## src/rtl/asynchronous_fifo_pkg.sv

```systemverilog
// asynchronous_fifo_pkg: default geometry and pointer type shared by the FIFO and its bench.
package asynchronous_fifo_pkg;
  localparam int DEF_DATA_WIDTH = 8;
  localparam int DEF_ADDR_WIDTH = 4;
  localparam int DEF_DEPTH = 2 ** DEF_ADDR_WIDTH;
  typedef logic [DEF_ADDR_WIDTH:0] ptr_t;
endpackage

```

## src/rtl/asynchronous_fifo_mem.sv

```systemverilog
// fifo_mem: DEPTH x DATA_WIDTH storage with one synchronous write port and a registered read port.
module fifo_mem #(
  parameter int DATA_WIDTH = 8,
  parameter int ADDR_WIDTH = 4
) (
  input  logic                  clk,
  input  logic                  rst,
  input  logic                  wr_en,
  input  logic [ADDR_WIDTH-1:0] wr_addr,
  input  logic [DATA_WIDTH-1:0] wr_data,
  input  logic                  rd_en,
  input  logic [ADDR_WIDTH-1:0] rd_addr,
  output logic [DATA_WIDTH-1:0] rd_data
);
  logic [DATA_WIDTH-1:0] mem [2**ADDR_WIDTH];
  // Storage is deliberately left out of reset; only the read register clears.
  always_ff @(posedge clk)
    if (wr_en) mem[wr_addr] <= wr_data;
  always_ff @(posedge clk)
    rd_data <= rst ? '0 : (rd_en ? mem[rd_addr] : rd_data);
endmodule

```

## src/rtl/asynchronous_fifo.sv

```systemverilog
// asynchronous_fifo: single-clock FIFO with wrap-bit pointers and registered read data.
// Define ASYNC_FIFO_ERR_EN to add sticky overflow/underflow outputs.
module asynchronous_fifo
  import asynchronous_fifo_pkg::*;
#(
  parameter int DATA_WIDTH = DEF_DATA_WIDTH,
  parameter int ADDR_WIDTH = DEF_ADDR_WIDTH
) (
  input  logic                  clk,
  input  logic                  rst,
  input  logic                  wr_en,
  input  logic                  rd_en,
  input  logic [DATA_WIDTH-1:0] data_in,
  output logic [DATA_WIDTH-1:0] data_out,
`ifdef ASYNC_FIFO_ERR_EN
  output logic                  overflow,
  output logic                  underflow,
`endif
  output logic                  fifo_full,
  output logic                  fifo_empty
);
  logic [ADDR_WIDTH:0] wr_ptr, rd_ptr;
  logic wr_acc, rd_acc;
  assign fifo_empty = wr_ptr == rd_ptr;
  assign fifo_full = (wr_ptr[ADDR_WIDTH] != rd_ptr[ADDR_WIDTH]) &&
                     (wr_ptr[ADDR_WIDTH-1:0] == rd_ptr[ADDR_WIDTH-1:0]);
  // Acceptance uses the pre-edge flags, so a full write is dropped even alongside a read.
  assign wr_acc = wr_en && !fifo_full && !rst;
  assign rd_acc = rd_en && !fifo_empty && !rst;
  always_ff @(posedge clk) begin
    if (rst) begin
      wr_ptr <= '0;
      rd_ptr <= '0;
    end else begin
      if (wr_acc) wr_ptr <= wr_ptr + (ADDR_WIDTH+1)'(1);
      if (rd_acc) rd_ptr <= rd_ptr + (ADDR_WIDTH+1)'(1);
    end
  end
`ifdef ASYNC_FIFO_ERR_EN
  always_ff @(posedge clk) begin
    if (rst) begin
      overflow <= 1'b0;
      underflow <= 1'b0;
    end else begin
      if (wr_en && fifo_full) overflow <= 1'b1;
      if (rd_en && fifo_empty) underflow <= 1'b1;
    end
  end
`endif
  fifo_mem #(.DATA_WIDTH(DATA_WIDTH), .ADDR_WIDTH(ADDR_WIDTH)) u_mem (
    .clk(clk),
    .rst(rst),
    .wr_en(wr_acc),
    .wr_addr(wr_ptr[ADDR_WIDTH-1:0]),
    .wr_data(data_in),
    .rd_en(rd_acc),
    .rd_addr(rd_ptr[ADDR_WIDTH-1:0]),
    .rd_data(data_out)
  );
endmodule

```

## config.mk

```make
export PLATFORM = sky130hd
export DESIGN_NAME = asynchronous_fifo
export DESIGN_NICKNAME = d
export VERILOG_FILES = /design/src/rtl/asynchronous_fifo_pkg.sv /design/src/rtl/asynchronous_fifo_mem.sv /design/src/rtl/asynchronous_fifo.sv
export SDC_FILE = /design/constraint.sdc
export NUM_CORES = 1
export LEC_CHECK = 0
export CAP_MARGIN = 20
export CORE_MARGIN = 1.5
export CORE_UTILIZATION = 50
export DETAILED_ROUTE_END_ITERATION = 10
export MAX_ROUTING_LAYER = met4
export PLACE_DENSITY_LB_ADDON = 0.25
export SYNTH_ARGS = -nofsm -noshare
export SYNTH_HDL_FRONTEND = slang
export SYNTH_SLANG_ARGS = --single-unit
```

## constraint.sdc

```tcl
create_clock -name clk -period 3.53 [get_ports clk]
set_input_delay 0.8825 -clock clk [delete_from_list [all_inputs] [get_ports clk]]
set_output_delay 0.8825 -clock clk [all_outputs]
set_load 0.02 [all_outputs]
```

==> reports/qor_table.md, run 1 <==
| Step | Parameter | Value |
|:---|:---|:---|
| sta | Final min period | 3260 ps |
| synth | Dominant combinational cell family by area after synthesis | multiplexers |
| placement | Cell count after placement | 494 |
| placement | Placer congestion estimate | 0.768 |
| placement | Placement Cell Area | 6410 um2 |
| clock tree | Number of buffers added to fix hold violations after cts | 0 |
| grt | All-layer global routing usage | 20.6% |
| cells and area | Layout-stage area growth over the synthesis result | 17.9% |
| sta | RSZ-0062 raised after global routing | no |
| grt | Global-route wire length before repair | 18000 um |
| drt | Drt pass-1 iters | 8 |
| placement | Buffers on Ports | 21 |
| worst hold path | Critical hold path startpoint | u_mem.rd_data[3] |
| sta | Worst hold slack | 492 ps |
| grt | Global routing met2 resource utilization | 32.4% |
| sta | Final cycle utilization of the critical path | 92.2% |
| synth | Adder-cell area share of the yosys netlist | 1.05% |
| worst setup path | Worst path required time | 2650 ps |
| synth | Number of warnings issued by yosys | 0 |
| power and ir drop | Overall power after layout | 4.19 mW |
| clock tree | TritonCTS clock tree | yes |
| cells and area | Number of filler instances in the final layout | 833 |
| sta | Relative slew margins | 57.8% |
| cells and area | Antenna fix cells | 0 |
| power and ir drop | Static leakage | 2.26 nW |
| synth | Synthesized-area fraction occupied by xor and xnor cells | 1.91% |
| worst setup path | Category of the worst setup path launch point | flip-flop |
| grt | Via count of the first global-routing pass | 3169 |
| die | Die X-Extent | 112 um |
| drt | Number of nets still failing antenna checks after routing | 0 |
| outcome | Failing checks | DRC |
| flow run | Max capacitance violation total | 0 |
| worst setup path | Critical register-to-register path endpoint | u_mem.rd_data[0] |
| cells and area | Non-Filler Cell Area, Final | 7010 um2 |
| synth | Number of library cell types mapped by synthesis | 34 |
| drt | DRC marker count from the first detailed-route iteration | 203 |
| sta | Setup TNS | 0 ps |
| synth | Sequential element share of the synthesized area | 70.6% |
| clock tree | Sinks on Clock Net | 146 |
| placement | Post-detail-place hpwl | 6930 um |
| synth | Synth Instances | 329 |
| synth | Total standard cell area after synthesis | 5950 um2 |
| worst setup path | Reg2Reg Depth | 6 |
| drt | Total via count after detailed routing | 3111 |
| worst hold path | Path type of the worst min-delay path | reg -> reg |
| synth | Simple-gate portion of the synthesized area | 5.00% |
| die | Die boundary height | 112 um |
| grt | Most Crowded Layer GR | met2 |
| power and ir drop | Worst vdd ir | 0.000284 V |
| synth | Flops & latches, synth | 146 |
| clock tree | Count of buffers added by post-CTS timing repair for setup | 0 |
| drt | Count of unresolved DRC violations after routing | 8 |
| drt | Mean number of vias per cell | 5.91 |
| drt | Post-Route WL | 11500 um |
| worst hold path | Hold path endpoint | u_mem.rd_data[3] |
| grt | Largest net degree at the start of global routing | 44 |
| power and ir drop | Cell Pwr Density | 597 nW/um2 |
| clock tree | Clock tree root driver cell | sky130_fd_sc_hd__clkbuf_16 |
| worst setup path | Kind of end point of the critical path | output port |
| worst setup path | Crit Path Category | reg -> out |
| die | Core Area | 11500 um2 |
| cells and area | Cell Count, Final, Fillers Out | 526 |
| worst setup path | Worst endpoint data arrival time | 2370 ps |
| worst setup path | Setup slack on the worst flop-to-flop path | 1160 ps |
| grt | GR Layer Usage met1 | 25.7% |
| worst setup path | Largest driver fanout on the critical path | 17 |
| die | Row count | 39 |
| placement | Worst setup slack after placement | 740 ps |
| clock tree | Clock insertion delay at the later pin of the skew report | 420 ps |
| sta | Final WS setup | 275 ps |
| sta | Setup Skew | 14.0 ps |
| grt | Leftover overflow at the end of global routing | 0 |
| clock tree | Number of buffers created by CTS | 17 |
| synth | Average size of a mapped cell | 18.1 um2 |
| synth | Net Count, Synth | 346 |
| clock tree | # H-tree levels | 4 |
| sta | Maximum frequency from static timing analysis | 307 MHz |
| grt | Met3 track utilization from global routing | 5.62% |
| drt | WL per Instance | 21.9 um |
| synth | Mux cell area share after synthesis | 15.1% |
| clock tree | Number of cells upsized or downsized after cts | 0 |
| worst hold path | Count of cells along the worst hold path | 2 |
| cells and area | Final core area utilization | 60.9% |
| cells and area | Share of post-route cells with drive strength above 1 | 18.8% |
| die | Total die area | 12600 um2 |
| die | Initial Util | 51.7% |
| clock tree | Clk pin slew, worst setup/hold paths | 60 ps |
| outcome | Status | finished with violations |
| sta | Max-slew violations | 0 |
| sta | Final setup violation count | 0 |
| grt | Antenna violations before repair | 0 |
| sta | Transition time at the pin with the least slew margin | 632 ps |
| clock tree | Number of buffers on the longest clock path | 2 |
| cells and area | Post-layout nets | 387 |
| synth | Synthesized-area fraction occupied by ao, oa, aoi and oai cells | 4.08% |
| worst setup path | Worst r2r src | rd_ptr[1] |
| die | Top-Level Pins | 22 |
| sta | Final hold violations | 0 |
-- cell type report --
cell class / count / area [um2] / share of cell area (%)
clock buffer: 20 / 437 / 6.23
sequential: 146 / 4210 / 60.0
clock inverter: 12 / 164 / 2.34
inverter: 4 / 15.0 / 0.214
timing repair buffer: 43 / 375 / 5.35
multi-input combinational: 158 / 1640 / 23.4
tap: 143 / 179 / 2.55
-- critical path: stages (launching register included) --
cell                              delay [ps]
sky130_fd_sc_hd__dfxtp_1                 720
sky130_fd_sc_hd__xnor2_1                 200
sky130_fd_sc_hd__nand4_2                 250
sky130_fd_sc_hd__nor2_1                  160
sky130_fd_sc_hd__clkdlybuf4s50_1         620
-- layer usage --
metal,up-vias,share of wire [%]
li1,1421,-
met1,1573,43
met2,96,50
met3,21,5.0
met4,0,2.0
met5,-,0
-- cell usage in the layout, fill, tap and decap left out, drive strengths merged, types with 4 or more instances in the layout --
cell           count
edfxtp           128
clkdlybuf4s50     21
ha                 5
clkbuf            20
mux4              24
mux2              16
nor3              12
o21ai              4
nand2              4
nor4b              4
nor4               8
xor2               6
nor2              18
buf               22
nand2b             5
bufinv             4
mux2i              9
xnor2              7
clkinv             9
a211oi            16
o22ai              8
dfxtp             18
-- state kept, by name (all words and copies together) (netlist names) --
register       count
u_mem.mem        128
rd_ptr             5
u_mem.rd_data      8
wr_ptr             5
-- Yosys cell counts --
cell | number | area (um2)
sky130_fd_sc_hd__a211oi_1 | 16 | 120
sky130_fd_sc_hd__a21oi_1 | 2 | 10.0
sky130_fd_sc_hd__and3_1 | 1 | 6.26
sky130_fd_sc_hd__and4_1 | 1 | 8.76
sky130_fd_sc_hd__buf_2 | 10 | 50.1
sky130_fd_sc_hd__buf_4 | 1 | 7.51
sky130_fd_sc_hd__buf_6 | 3 | 33.8
sky130_fd_sc_hd__clkbuf_1 | 7 | 26.3
sky130_fd_sc_hd__clkinv_1 | 1 | 3.75
sky130_fd_sc_hd__dfxtp_1 | 18 | 360
sky130_fd_sc_hd__edfxtp_1 | 128 | 3840
sky130_fd_sc_hd__ha_1 | 5 | 62.6
sky130_fd_sc_hd__inv_1 | 3 | 11.3
sky130_fd_sc_hd__mux2_2 | 16 | 180
sky130_fd_sc_hd__mux2i_1 | 9 | 90.1
sky130_fd_sc_hd__mux4_1 | 23 | 604
sky130_fd_sc_hd__mux4_2 | 1 | 22.5
sky130_fd_sc_hd__nand2_1 | 4 | 15.0
sky130_fd_sc_hd__nand2b_1 | 5 | 31.3
sky130_fd_sc_hd__nand3_1 | 1 | 5.00
sky130_fd_sc_hd__nand4_2 | 1 | 12.5
sky130_fd_sc_hd__nor2_1 | 18 | 67.6
sky130_fd_sc_hd__nor3_1 | 12 | 60.1
sky130_fd_sc_hd__nor4_1 | 8 | 50.1
sky130_fd_sc_hd__nor4b_1 | 4 | 35.0
sky130_fd_sc_hd__o2111ai_1 | 1 | 8.76
sky130_fd_sc_hd__o211ai_1 | 3 | 22.5
sky130_fd_sc_hd__o21a_1 | 1 | 7.51
sky130_fd_sc_hd__o21ai_0 | 3 | 15.0
sky130_fd_sc_hd__o21ai_2 | 1 | 8.76
sky130_fd_sc_hd__o22ai_1 | 8 | 50.1
sky130_fd_sc_hd__or3_1 | 1 | 6.26
sky130_fd_sc_hd__xnor2_1 | 7 | 61.3
sky130_fd_sc_hd__xor2_1 | 6 | 52.6
-- report_power, final --
group          total (mW)  internal (mW)  switching [mW]
Combinational       0.439          0.186           0.253
Clock                1.81           1.17           0.642
Sequential           1.94           1.92          0.0210
Total                4.19           3.27           0.916
-- worst max-delay path by stage --
| stage | startpoint | endpoint | slack, ps | cells past startpoint |
|---|---|---|---|---|
| floorplan | rst | u_mem.mem[6][0] | 910 | 3 |
| global placement | wr_ptr[2] | fifo_empty | 790 | 4 |
| detailed placement | wr_ptr[2] | fifo_full | 740 | 4 |
| CTS | wr_ptr[2] | fifo_full | 280 | 4 |
| global route | wr_ptr[2] | fifo_full | 100 | 4 |
| finish | wr_ptr[2] | fifo_full | 270 | 4 |
-- logic make-up (layout without fill, tap and decap cells) --
kind of cell | after synthesis | in the layout
DFF | 146 | 146
muxes | 49 | 49
xor gates and xnor gates | 13 | 13
buffers and inverters | 25 | 79
and+or+nand+nor | 56 | 56
adders and majority gates | 5 | 5
AOI/OAI and AO/OA | 35 | 35
No activity file was read; power rests on OpenSTA's default activity.
==> run 2, diff against run 1 <==
Settings changed: CORE_UTILIZATION 50 to 35.
==> reports/qor_table.md, run 2 (synthesis gave the netlist of run 1 again) <==
| Step | Parameter | Value | Change |
|:---|:---|:---|:---|
| worst setup path | Largest driver fanout on the critical path | 17 | unchanged |
| grt | Antenna violations before repair | 0 | unchanged |
| placement | Post-detail-place hpwl | 7310 um | was 6930 um |
| clock tree | Number of cells upsized or downsized after cts | 0 | unchanged |
| worst setup path | Kind of end point of the critical path | output port | unchanged |
| drt | Drt pass-1 iters | 4 | was 8 |
| cells and area | Layout-stage area growth over the synthesis result | 19.4% | was 17.9% |
| sta | Final min period | 3190 ps | was 3260 ps |
| cells and area | Share of post-route cells with drive strength above 1 | 19.1% | was 18.8% |
| drt | Count of unresolved DRC violations after routing | 0 | was 8 |
| clock tree | Number of buffers on the longest clock path | 2 | unchanged |
| clock tree | Clock tree root driver cell | sky130_fd_sc_hd__clkbuf_16 | unchanged |
| worst setup path | Max stage delay cell, worst path | sky130_fd_sc_hd__dfxtp_1 | unchanged |
| clock tree | Clock insertion delay at the later pin of the skew report | 420 ps | about the same |
| die | Row count | 47 | was 39 |
| worst setup path | Crit Path Category | reg -> out | unchanged |
| power and ir drop | Cell Pwr Density | 591 nW/um2 | was 597 nW/um2 |
| power and ir drop | Part of the power in the clock network | 43.3% | about the same |
| clock tree | Number of buffers added to fix hold violations after cts | 0 | unchanged |
| placement | Cell count after placement | 571 | was 494 |
| clock tree | TritonCTS clock tree | yes | unchanged |
| sta | Worst hold slack | 491 ps | was 492 ps |
| cells and area | Antenna fix cells | 0 | unchanged |
| cells and area | Final core area utilization | 42.9% | was 60.9% |
| cells and area | Commonest non-fill, non-tap cells in the layout | sky130_fd_sc_hd__edfxtp_1, sky130_fd_sc_hd__mux4_1, sky130_fd_sc_hd__buf_4 | unchanged |
| power and ir drop | Register share of total power | 46.2% | was 46.3% |
| grt | Leftover overflow at the end of global routing | 0 | unchanged |
| sta | Max-slew violations | 0 | unchanged |
| sta | Final cycle utilization of the critical path | 90.4% | was 92.2% |
| clock tree | Clk pin slew, worst setup/hold paths | 60 ps | about the same |
| grt | Global-route wire length before repair | 18600 um | was 18000 um |
| drt | Mean number of vias per cell | 5.09 | was 5.91 |
| cells and area | Cell Count, Final, Fillers Out | 603 | was 526 |
| grt | All-layer global routing usage | 15.1% | was 20.6% |
| drt | WL per Instance | 20.3 um | was 21.9 um |
| grt | Largest net degree at the start of global routing | 44 | unchanged |
| power and ir drop | Int Power | 3.27 mW | about the same |
| worst setup path | Critical Path Max Stage Delay | 660 ps | was 720 ps |
| sta | Relative slew margins | 55.7% | was 57.8% |
| clock tree | # H-tree levels | 4 | unchanged |
| sta | Final setup violation count | 0 | unchanged |
| sta | Setup TNS | 0 ps | unchanged |
| outcome | Status | completed | was finished with violations |
| clock tree | Sinks on Clock Net | 146 | unchanged |
| cells and area | Post-layout nets | 388 | was 387 |
| sta | Final hold violations | 0 | unchanged |
| power and ir drop | Static leakage | 2.26 nW | about the same |
| power and ir drop | Sw frac | 22.2% | was 21.8% |
| cells and area | Flip-flop count of the largest register after layout | 128 | unchanged |
| sta | RSZ-0062 raised after global routing | no | unchanged |
| power and ir drop | Worst vdd ir | 0.000281 V | was 0.000284 V |
| worst setup path | Worst endpoint data arrival time | 2310 ps | was 2370 ps |
| drt | DRC marker count from the first detailed-route iteration | 174 | was 203 |
| worst setup path | Worst path required time | 2650 ps | about the same |
| die | Die boundary height | 133 um | was 112 um |
| cells and area | Commonest non-fill, non-tap cell in the layout | sky130_fd_sc_hd__edfxtp_1 | unchanged |
| cells and area | Top flop regs | u_mem.mem: 128 flops, u_mem.rd_data: 8 flops | unchanged |
| grt | Via count of the first global-routing pass | 3052 | was 3169 |
| die | Top-Level Pins | 22 | unchanged |
| sta | Maximum frequency from static timing analysis | 313 MHz | was 307 MHz |
| power and ir drop | Switching Power | 930 uW | was 916 uW |
| sta | Setup Skew | 7.75 ps | was 14.0 ps |
| power and ir drop | Overall power after layout | 4.20 mW | was 4.19 mW |
| die | Total die area | 17800 um2 | was 12600 um2 |
| drt | Total via count after detailed routing | 3068 | was 3111 |
| die | Core Area | 16600 um2 | was 11500 um2 |
| die | Initial Util | 35.9% | was 51.7% |
| cells and area | Biggest register | u_mem.mem | unchanged |
| clock tree | Number of buffers created by CTS | 17 | unchanged |
| worst setup path | Category of the worst setup path launch point | flip-flop | unchanged |
| clock tree | Count of buffers added by post-CTS timing repair for setup | 0 | unchanged |
| worst setup path | Ordered list of cells on the worst path | xnor2_1, nand4_2, nor2_1, clkdlybuf4s50_1 | unchanged |
| sta | Transition time at the pin with the least slew margin | 663 ps | was 632 ps |
| drt | Number of nets still failing antenna checks after routing | 0 | unchanged |
| drt | Post-Route WL | 12200 um | was 11500 um |
| worst hold path | Path type of the worst min-delay path | reg -> reg | unchanged |
| placement | Placer congestion estimate | 0.753 | was 0.768 |
| flow run | Max capacitance violation total | 0 | unchanged |
| placement | Buffers on Ports | 21 | unchanged |
| die | Die X-Extent | 133 um | was 112 um |
| power and ir drop | Share of total power in combinational logic | 10.6% | was 10.5% |
==> run 2: power by group through the flow <==
stage	logic, mW	registers, mW	clock network, mW
final	0.444	1.94	1.82
after global routing	0.482	1.94	1.92
after CTS	0.447	1.94	1.85
after detailed placement	0.445	1.98	0
after global placement	0.443	1.97	0
after floorplan	0.254	2.00	0
==> run 2: path summary, 6_finish.rpt <==
path / startpoint / endpoint / slack, ps / depth (start not counted)
worst max-delay path: wr_ptr[2] / fifo_full / 340 / 4
worst min register to register: u_mem.rd_data[3] / u_mem.rd_data[3] / 490 / 2
worst max register to register: rd_ptr[2] / u_mem.rd_data[6] / 1180 / 6
worst min-delay path: u_mem.rd_data[3] / u_mem.rd_data[3] / 490 / 2
==> run 2: area by class of cell <==
cell class	instances	area (um2)
Fill cell	1462	9480
Sequential cell	146	4210
Multi-Input combinational cell	158	1630
Clock buffer	18	429
Timing Repair Buffer	44	383
Tap cell	220	275
Clock inverter	13	168
Inverter	4	15.0
==> run 2: per-layer routing <==
| layer | routed length [um] | vias to the layer above | track usage (%) | part of all wire [%] |
|---|---|---|---|---|
| met4 | 405 | 0 | 8.09 | 3.3 |
| met3 | 596 | 30 | 3.27 | 4.9 |
| li1 | - | 1426 | - | - |
| met2 | 5750 | 81 | 22.5 | 47 |
| met1 | 5460 | 1531 | 19.5 | 45 |
| met5 | 0 | - | - | 0 |
==> run 2: critical path, delay by kind of cell (launching register included) <==
| family | cells | cell delay [ps] |
|---|---|---|
| AND/OR/NAND/NOR | 2 | 430 |
| XOR/XNOR | 1 | 190 |
| buffers and inverters | 1 | 610 |
| flip-flops | 1 | 660 |
==> run 2: metrics by stage <==
step,cell area (um2),setup WS (ps)
after CTS,7100,327
after floorplan,5950,914
after detailed placement,6500,772
after global placement,6500,830
after global routing,7110,188
final,7110,338
